<file path="config.mk">
export PLATFORM = sky130hd
export DESIGN_NAME = controller_poller_flat
export DESIGN_NICKNAME = d
export VERILOG_FILES = /design/src/rtl/controller_poller_pkg.sv /design/src/rtl/controller_poller_if.sv /design/src/rtl/controller_poller_shift_in.sv /design/src/rtl/controller_poller.sv /design/src/flat_wrapper.sv
export SDC_FILE = /design/constraint.sdc
export NUM_CORES = 1
export LEC_CHECK = 0
export ABC_AREA = 1
export BUFFER_PORTS_ARGS = -buffer_cell sky130_fd_sc_hd__buf_2
export CAP_MARGIN = 5
export CORE_MARGIN = 2
export CORE_UTILIZATION = 45
export DETAILED_ROUTE_END_ITERATION = 10
export GPL_TIMING_DRIVEN = 0
export PLACE_DENSITY_LB_ADDON = 0.05
export SLEW_MARGIN = 20
export SYNTH_ARGS = -nofsm -noshare
export SYNTH_HDL_FRONTEND = slang
export SYNTH_SLANG_ARGS = --single-unit
</file>
<file path="constraint.sdc">
create_clock -name clk_12_5875 -period 1.6 [get_ports clk_12_5875]
set_input_delay 0.32 -clock clk_12_5875 [delete_from_list [all_inputs] [get_ports clk_12_5875]]
set_output_delay 0.32 -clock clk_12_5875 [all_outputs]
set_load 0.05 [all_outputs]
</file>
<file path="src/rtl/controller_poller_pkg.sv">
// ---------------------------------------------------------------------------
// controller_pkg
// Shared definitions for the serial game-controller poller: the poll state
// encoding and the default timing/width parameters used by every file of
// this block.
// ---------------------------------------------------------------------------
package controller_pkg;

   // Bits shifted out of each controller on every poll.
   localparam int BUTTON_COUNT_DEFAULT = 8;

   // Clock cycles per half-period of the controller shift clock.
   localparam int CLK_DIV_DEFAULT = 64;

   // Poll sequencer states.
   typedef enum logic [2:0] {
      IDLE,
      LATCH,
      SHIFT_LOW,
      SHIFT_HIGH,
      DONE
   } poll_state_t;

endpackage

</file>
<file path="src/rtl/controller_poller_if.sv">
// ---------------------------------------------------------------------------
// controller_poller_if
// Host-side handshake of the controller poller.
//   start                : poll request from the host
//   busy                 : a poll is in progress
//   done                 : one-cycle pulse when new button bytes are published
//   controller_1_buttons : published state of controller 1 (1 = pressed)
//   controller_2_buttons : published state of controller 2 (1 = pressed)
// Modports: master = host side, slave = poller side.
// ---------------------------------------------------------------------------
interface controller_poller_if
   import controller_pkg::*;
#(
   parameter int BUTTON_COUNT = BUTTON_COUNT_DEFAULT
);

   logic                    start;
   logic                    busy;
   logic                    done;
   logic [BUTTON_COUNT-1:0] controller_1_buttons;
   logic [BUTTON_COUNT-1:0] controller_2_buttons;

   modport master (
      output start,
      input  busy,
      input  done,
      input  controller_1_buttons,
      input  controller_2_buttons
   );

   modport slave (
      input  start,
      output busy,
      output done,
      output controller_1_buttons,
      output controller_2_buttons
   );

endinterface

</file>
<file path="src/rtl/controller_poller_shift_in.sv">
// ---------------------------------------------------------------------------
// controller_shift_in
// Per-controller receive path: a two-flop synchroniser for the asynchronous
// active-low serial data line, followed by an MSB-first shift register.
//   clk_12_5875 : system clock
//   rst         : synchronous active-high reset
//   data_in_B   : serial data from the controller, active-low, asynchronous
//   shift_en    : take one bit this cycle
//   shift_next  : the full button word as it will look once the bit being
//                 taken this cycle is included (active-high)
// ---------------------------------------------------------------------------
module controller_shift_in
   import controller_pkg::*;
#(
   parameter int BUTTON_COUNT = BUTTON_COUNT_DEFAULT
)(
   input  logic                    clk_12_5875,
   input  logic                    rst,
   input  logic                    data_in_B,
   input  logic                    shift_en,
   output logic [BUTTON_COUNT-1:0] shift_next
);

   logic                    sync_1;
   logic                    sync_2;
   logic [BUTTON_COUNT-2:0] shift_reg;

   // The register only keeps the bits gathered so far (one fewer than a full
   // word). The last bit joins them through shift_next on the same edge the
   // poller publishes, so the published word and done appear together.
   assign shift_next = {shift_reg, ~sync_2};

   // Synchroniser flops reset to 1 (line released, no button pressed); the
   // shift register moves left so the first sampled bit ends up in the MSB.
   always_ff @(posedge clk_12_5875) begin
      if (rst) begin
         sync_1    <= 1'b1;
         sync_2    <= 1'b1;
         shift_reg <= '0;
      end else begin
         sync_1 <= data_in_B;
         sync_2 <= sync_1;
         if (shift_en) begin
            shift_reg <= shift_next[BUTTON_COUNT-2:0];
         end
      end
   end

endmodule

</file>
<file path="src/rtl/controller_poller.sv">
// ---------------------------------------------------------------------------
// controller_poller
// Polls two serial game controllers on request. A poll raises the latch strobe
// for one divider period, then produces BUTTON_COUNT-1 shift-clock pulses,
// sampling one bit per controller at the end of every low half-period, and
// finally publishes both button words together with a one-cycle done pulse.
//   clk_12_5875            : sole clock, rising-edge
//   rst                    : synchronous active-high reset
//   host                   : start/busy/done/button handshake (slave modport)
//   controller_latch       : parallel-load strobe to both controllers
//   controller_clk         : shift clock to both controllers
//   controller_1_data_in_B : serial data of controller 1, active-low
//   controller_2_data_in_B : serial data of controller 2, active-low
// ---------------------------------------------------------------------------
module controller_poller
   import controller_pkg::*;
#(
   parameter int CLK_DIV      = CLK_DIV_DEFAULT,
   parameter int BUTTON_COUNT = BUTTON_COUNT_DEFAULT
)(
   input  logic               clk_12_5875,
   input  logic               rst,
   controller_poller_if.slave host,
   output logic               controller_latch,
   output logic               controller_clk,
   input  logic               controller_1_data_in_B,
   input  logic               controller_2_data_in_B
);

   localparam int DIV_W = $clog2(CLK_DIV);
   localparam int CNT_W = $clog2(BUTTON_COUNT + 1);
   localparam logic [DIV_W-1:0] DIV_RELOAD = DIV_W'(CLK_DIV - 1);
   localparam logic [CNT_W-1:0] LAST_BIT   = CNT_W'(BUTTON_COUNT - 1);

   poll_state_t             state;
   logic [DIV_W-1:0]        div_cnt;
   logic [CNT_W-1:0]        bit_cnt;
   logic                    div_expired;
   logic                    shift_en;
   logic [BUTTON_COUNT-1:0] c1_next;
   logic [BUTTON_COUNT-1:0] c2_next;

   // The divider counts down from CLK_DIV-1 after every state entry, so a
   // timed state ends in the cycle where it reads zero.
   assign div_expired = (div_cnt == '0);

   // Bits are taken in the last cycle of each low half-period, the point
   // furthest from the controller's own shift edge.
   assign shift_en = (state == SHIFT_LOW) && div_expired;

   controller_shift_in #(
      .BUTTON_COUNT (BUTTON_COUNT)
   ) u_controller_1 (
      .clk_12_5875 (clk_12_5875),
      .rst         (rst),
      .data_in_B   (controller_1_data_in_B),
      .shift_en    (shift_en),
      .shift_next  (c1_next)
   );

   controller_shift_in #(
      .BUTTON_COUNT (BUTTON_COUNT)
   ) u_controller_2 (
      .clk_12_5875 (clk_12_5875),
      .rst         (rst),
      .data_in_B   (controller_2_data_in_B),
      .shift_en    (shift_en),
      .shift_next  (c2_next)
   );

   // Poll sequencer. Every output is set on the transition into the state
   // that owns it, so all pins come straight from flops. start is only looked
   // at in IDLE, which makes requests during a poll (DONE included) vanish
   // and leaves exactly one IDLE cycle between back-to-back polls. Reset
   // drops everything in the next cycle, discarding any partial result.
   always_ff @(posedge clk_12_5875) begin
      if (rst) begin
         state                     <= IDLE;
         div_cnt                   <= '0;
         bit_cnt                   <= '0;
         controller_latch          <= 1'b0;
         controller_clk            <= 1'b0;
         host.busy                 <= 1'b0;
         host.done                 <= 1'b0;
         host.controller_1_buttons <= '0;
         host.controller_2_buttons <= '0;
      end else begin
         host.done <= 1'b0;
         case (state)
            IDLE: begin
               if (host.start) begin
                  state            <= LATCH;
                  div_cnt          <= DIV_RELOAD;
                  bit_cnt          <= '0;
                  controller_latch <= 1'b1;
                  host.busy        <= 1'b1;
               end
            end

            LATCH: begin
               if (div_expired) begin
                  state            <= SHIFT_LOW;
                  div_cnt          <= DIV_RELOAD;
                  controller_latch <= 1'b0;
               end else begin
                  div_cnt <= div_cnt - DIV_W'(1);
               end
            end

            SHIFT_LOW: begin
               if (div_expired) begin
                  bit_cnt <= bit_cnt + CNT_W'(1);
                  div_cnt <= DIV_RELOAD;
                  if (bit_cnt == LAST_BIT) begin
                     state                     <= DONE;
                     host.done                 <= 1'b1;
                     host.controller_1_buttons <= c1_next;
                     host.controller_2_buttons <= c2_next;
                  end else begin
                     state          <= SHIFT_HIGH;
                     controller_clk <= 1'b1;
                  end
               end else begin
                  div_cnt <= div_cnt - DIV_W'(1);
               end
            end

            SHIFT_HIGH: begin
               if (div_expired) begin
                  state          <= SHIFT_LOW;
                  div_cnt        <= DIV_RELOAD;
                  controller_clk <= 1'b0;
               end else begin
                  div_cnt <= div_cnt - DIV_W'(1);
               end
            end

            DONE: begin
               state     <= IDLE;
               div_cnt   <= DIV_RELOAD;
               host.busy <= 1'b0;
            end

            default: begin
               state            <= IDLE;
               div_cnt          <= DIV_RELOAD;
               controller_latch <= 1'b0;
               controller_clk   <= 1'b0;
               host.busy        <= 1'b0;
            end
         endcase
      end
   end

endmodule

</file>
<file path="src/flat_wrapper.sv">
// flat-port wrapper written by rule: the top's interface ports become plain ports
module controller_poller_flat import controller_pkg::*;
#(
   parameter int CLK_DIV      = CLK_DIV_DEFAULT,
   parameter int BUTTON_COUNT = BUTTON_COUNT_DEFAULT
)
  (clk_12_5875, rst, controller_latch, controller_clk, controller_1_data_in_B, controller_2_data_in_B, host_start, host_busy, host_done, host_controller_1_buttons, host_controller_2_buttons);
  controller_poller_if #(.BUTTON_COUNT(BUTTON_COUNT)) host_i ();
  input  logic clk_12_5875;
  input  logic rst;
  output logic controller_latch;
  output logic controller_clk;
  input  logic controller_1_data_in_B;
  input  logic controller_2_data_in_B;
  input wire logic [$bits(host_i.start)-1:0] host_start;
  output wire logic [$bits(host_i.busy)-1:0] host_busy;
  output wire logic [$bits(host_i.done)-1:0] host_done;
  output wire logic [$bits(host_i.controller_1_buttons)-1:0] host_controller_1_buttons;
  output wire logic [$bits(host_i.controller_2_buttons)-1:0] host_controller_2_buttons;
  assign host_i.start = host_start;
  assign host_busy = host_i.busy;
  assign host_done = host_i.done;
  assign host_controller_1_buttons = host_i.controller_1_buttons;
  assign host_controller_2_buttons = host_i.controller_2_buttons;
  controller_poller #(.CLK_DIV(CLK_DIV), .BUTTON_COUNT(BUTTON_COUNT)) u_core (.clk_12_5875(clk_12_5875), .rst(rst), .host(host_i), .controller_latch(controller_latch), .controller_clk(controller_clk), .controller_1_data_in_B(controller_1_data_in_B), .controller_2_data_in_B(controller_2_data_in_B));
endmodule
</file>
== After elaboration in Yosys (flattened, before gate mapping) ==
Index checks and enable logic that the tools add are counted.
Storage, ports and cells
  bits in registers: 51
  output and inout port bits: 20
  input port bits: 5
Operators by class
  multiplexer cells: 19
  bitwise operators: 7
  eq/ne operators: 11
  add/sub/neg operators: 2
  reductions and logical operators: 15
Operator list (count)
  3-bit 2-to-1 mux: 4
  6-bit 2-to-1 mux: 2
  6-bit one-hot mux with 2 select lines: 1
  3-bit AND reduction: 4
  3-bit OR reduction: 4
  3-bit one-hot mux with 3 select lines: 1
  4-bit 2-to-1 mux: 2
  2-bit by 1-bit != test with 1-bit output, second input constant: 4
  4-bit one-hot mux with 2 select lines: 1
  1-bit NOT: 7
  3-bit by 2-bit == test with 1-bit output, second input constant: 2
  6-bit logical NOT: 1
  1-bit one-hot mux with 3 select lines: 2
  6-bit by 1-bit subtractor with 6-bit output, second input constant: 1
  1-bit 2-to-1 mux: 5
  4-bit by 1-bit adder with 4-bit output, second input constant: 1
  4-bit by 3-bit == test with 1-bit output, second input constant: 1
  2-bit != test, second input constant: 2
  4-bit AND reduction: 1
  3-bit by 1-bit == test with 1-bit output, second input constant: 1
  3-bit == test, second input constant: 1
  3-bit logical NOT: 1
  1-bit one-hot mux with 2 select lines: 1
  2-bit AND reduction: 1
  other kinds (3): 3

== Longest topological paths before layout ==
  word-level depth: 4
  gate-level depth with buffers: 9

== Hierarchy ==
Synthesis repeated with hierarchy kept, for this count alone.
Unflattened totals
  cell total of the unflattened synthesis: 294
  area, all modules: 2159.6 um^2
By module, submodules not included
  controller_poller: instances 1, cells an instance 198, area each 1481.4 um^2
  controller_shift_in: instances 2, cells an instance 48, area each 339.1 um^2

== Worst setup path after synthesis ==
OpenSTA, ideal clock, no wires.
  path type: flip-flop to flip-flop
  start point: register u_core.div_cnt[0]
  end point: register u_core.host.controller_1_buttons[7]
  arrival time: 1272 ps
  cell stages (with the launch flop): 9
  path slack: 209 ps
  required time: 1481 ps
  path through: dfxtp_1 inv_1 ha_1 nand3_1 nor2_4 nand2_2 buf_2 o21ai_0 a21oi_1
Between the ends
  longest elaborated chain between the ends: 2
RTL lines
  start: declaration: line controller_poller.sv:36  | logic [DIV_W-1:0] div_cnt;
  start signal: assignment: line controller_poller.sv:106  | div_cnt <= div_cnt - DIV_W'(1);
  start signal: assignment: line controller_poller.sv:124  | div_cnt <= div_cnt - DIV_W'(1);
  start signal: assignment: line controller_poller.sv:134  | div_cnt <= div_cnt - DIV_W'(1);
  6-bit logical NOT: line controller_poller.sv:45  | assign div_expired = (div_cnt == '0);
  3-bit AND reduction (no line)
  end signal: assignment: line controller_poller.sv:117  | host.controller_1_buttons <= c1_next;
  end: declaration: line controller_poller_if.sv:35  | output controller_1_buttons,
Every way passes these cells.
A chain may end at the register's enable or synchronous reset.

== Worst setup path after layout ==
  start point: register u_core.div_cnt[0]
  end point: register u_core.host.controller_2_buttons[7]
Between the ends
  longest elaborated chain between the ends: 2
RTL lines
  6-bit logical NOT: line controller_poller.sv:45
  3-bit AND reduction (no line)
  end signal: assignment: line controller_poller.sv:118  | host.controller_2_buttons <= c2_next;
  end: declaration: line controller_poller_if.sv:36  | output controller_2_buttons
Every way passes these cells.

==> summary.md <==
| Metric | Value |
|---|---|
| CP max stage delay | `350 ps` |
| Largest cells by area after synthesis | `dfxtp_1, nand2_1, nand3_1` |
| Core area | `0.00435 sq mm` |
| Max-Slew Margin vs Limit | `63.9%` |
| Antenna diodes | `0` |
| Clk slew on worst S/H paths | `90 ps` |
| Post-Layout Cell Count | `349` |
| Most numerous cell in the Yosys netlist | `nand2_1` |
| Critical Path End Type | `register` |
| CP delay by family, top | `simple AND/OR/NAND/NOR gates` |
| Top Metal Used | `met4` |
| DRC errors left | `0` |
| Post-Syn Area per Cell | `7.70 sq um` |
| Setup violations, final | `0` |
| Worst hold path endpoint | `u_core.u_controller_1.sync_1` |
| Fin util | `54.0%` |
| Startpoint type of the worst setup path | `register` |
| Worst path slowest cell | `dfxtp_1` |
| Least-Margin Pin Slew | `541 ps` |
| Power share of the combinational group | `27.8%` |
| Yosys Warn Count | `0` |
| Die width | `71.1 um` |
| Clock power frac | `24.6%` |
| Synth top area share | `50.4%` |
| Clock sinks | `51` |
| Final period util | `93.8%` |
| Critical Path AT | `1700 ps` |
| Most used DFF post-synth | `dfxtp_1` |
| Clk root buf | `clkbuf_8` |
| Netlist Area Pre-Place | `0.00203 sq mm` |
| HP Class | `input port to register` |
| CTS buffer count | `5` |
| Worst-Skew Late Latency | `300 ps` |
| PD cells | `1350 mW/mm^2` |
| Cells after Synth | `263` |
| Gr ovfl total | `0` |
| Yosys cell types | `27` |
| Outcome | `complete, no violations` |
| Placed inst area | `0.00221 sq mm` |
| R2R Setup Slk | `100 ps` |
| Sw power | `1.13 mW` |
| Sw Share | `35.9%` |
| Synth cell count leaders | `nand2_1, dfxtp_1, nor2_1, nand3_1, a21oi_1` |
| Die area | `0.00505 sq mm` |
| H-tree depth | `2` |
| Largest net degree at the start of global routing | `17` |
| Internal power | `2.03 mW` |
| Drt pass-1 iters | `4` |
| IO buf count | `23` |
| Fmax achieved | `667 MHz` |
| Regs by FF count | `u_core.host.controller_1_buttons (8), u_core.host.controller_2_buttons (8)` |
| Worst setup path category | `register to register` |
| Syn_nets | `271` |
| Routed WL | `4080 um` |
| Via count | `1724` |
| Area leader, netlist | `dfxtp_1` |
| Initial Utilization | `46.5%` |
| Reg power frac | `47.6%` |
| Total track usage | `17.5%` |
| CTS max path bufs | `2` |
| Worst r2r path cells | `8` |
| Seq/Total Area, Yosys | `50.4%` |
| Initial antenna violation count | `0` |
| Minimum clock period | `1500 ps` |
| RR Endpoint | `u_core.host.controller_2_buttons[7]` |
| EDFF count, synth | `0` |
| FP Rows | `24` |
| Skew final | `9.88 ps` |
| Max-cap violation count | `0` |
| Final instance area | `0.00235 sq mm` |
| Area Growth Syn to Fin | `16.1%` |
| Leak | `1.06 nW` |
| Worst Hold Launch | `controller_1_data_in_B` |
| Met3 WL | `152 um` |
| DP Wirelength | `2890 um` |
| Hold Buf Count CTS | `0` |
| Synth Register Bits | `51` |
| Slew Limit Fails | `0` |
| First-pass GRT wire length | `7050 um` |
| Starting DRT DRC Count | `81` |
| RD Place Congestion | `0.890` |
| Worst vdd ir | `0.573 mV` |
| RSZ-0062 raised after global routing | `no` |
| Routed vias/inst | `4.94` |
| Met2 Routed Length | `1790 um` |
| CP Cell Sequence | `inv_1 > ha_2 > nand3_2 > nor2_4 > nand2_2 > buf_4 > o21ai_1 > a21oi_1` |
| Worst-path fanout max | `10` |
| Total power after layout | `3.16 mW` |
| Placed insts | `338` |
| Asr flop ratio synth | `0%` |
| Met1 Routed Length | `2080 um` |
| TritonCTS clock tree | `done` |
| Floorplan die height | `71.1 um` |
| Hold path depth | `2` |
| Vias in the first global route | `1541` |
| Worst EP required | `1800 ps` |
| NumNets Final | `304` |
| Routed length per instance | `11.7 um` |
| Antenna Nets Post-Route | `0` |
| Final hold viol count | `0` |
| Layout cell share with drive strength beyond 1 | `20.2%` |
| Top Ports | `25` |
| WP buf/inv | `2` |
| RR Startpoint | `u_core.div_cnt[0]` |
[final cells by class]
class	instances	area, sq um
well taps	52	65.1
inverters	17	63.8
repair buffers	26	138
multi-input cells	184	891
clock inverters	2	16.3
clock buffers	6	82.6
plain buffers	11	73.8
flip-flops and latches	51	1020
fillers	454	2000
[worst reg2reg max path, delay by kind of cell (launching register included)]
family	cells	cell delay (ps)
flops	1	350
buf+inv	2	300
compound gates	2	190
fa+ha+maj	1	200
simple gates	3	360
[power by group through the flow]
| stage | Clock [mW] | Sequential, mW | Combinational (mW) |
|---|---|---|---|
| floorplan | 0 | 1.55 | 0.634 |
| global placement | 0 | 1.53 | 0.843 |
| detailed placement | 0 | 1.53 | 0.847 |
| CTS | 0.818 | 1.50 | 0.862 |
| global route | 0.865 | 1.52 | 1.00 |
| finish | 0.779 | 1.50 | 0.881 |
[cell families after synthesis]
logic type / synth area share (%)
compound gates: 11.5
xor+xnor: 0.432
fa+ha+maj: 1.85
buf+inv: 6.36
flops: 50.4
simple gates: 29.5
[repair_timing]
action / in CTS / in global routing
buffers inserted: 0 / 3
endpoints found under the setup margin: 2 / 26
resized for setup: 1 / 10
[worst max-delay path by stage]
stage | start | end | slack [ps] | depth (start not counted)
floorplan | u_core.div_cnt[0] | u_core.host.controller_1_buttons[7] | 210 | 8
global placement | u_core.div_cnt[0] | u_core.host.controller_2_buttons[7] | -0.2 | 8
detailed placement | u_core.div_cnt[0] | u_core.host.controller_2_buttons[7] | -30 | 8
CTS | u_core.div_cnt[0] | u_core.host.controller_2_buttons[7] | 20 | 8
global route | u_core.div_cnt[0] | u_core.u_controller_1.shift_reg[4] | 5 | 8
finish | u_core.div_cnt[0] | u_core.host.controller_2_buttons[7] | 100 | 8
[cell usage in the layout (no fill, tap or decap), drive strengths merged]
cell / instances
nand2: 74
dfxtp: 51
nor2: 33
buf: 33
nand3: 21
a21oi: 20
inv: 16
o21ai: 16
clkbuf: 10
or2: 4
a31oi: 3
ha: 3
o31ai: 2
nand4: 2
nor3: 2
clkinv: 2
a221oi: 1
nor3b: 1
xor2: 1
nand3b: 1
clkinvlp: 1
[per-layer routing]
metal / GRT usage [%] / vias up
li1: - / 917
met1: 23.8 / 771
met4: 5.66 / 0
met5: 0 / -
met3: 4.70 / 6
met2: 27.3 / 30
[stage by stage]
stage / worst slack [ps] / hold slack [ps] / setup TNS (ps)
2_1_floorplan: 209 / 389 / 0
3_3_place_gp: -0.187 / 402 / -0.187
3_5_place_dp: -27.7 / 399 / -28.3
4_1_cts: 20.5 / 175 / 0
5_1_grt: 4.58 / 174 / 0
6_report: 99.8 / 189 / 0
No activity file was read; power rests on OpenSTA's default activity.
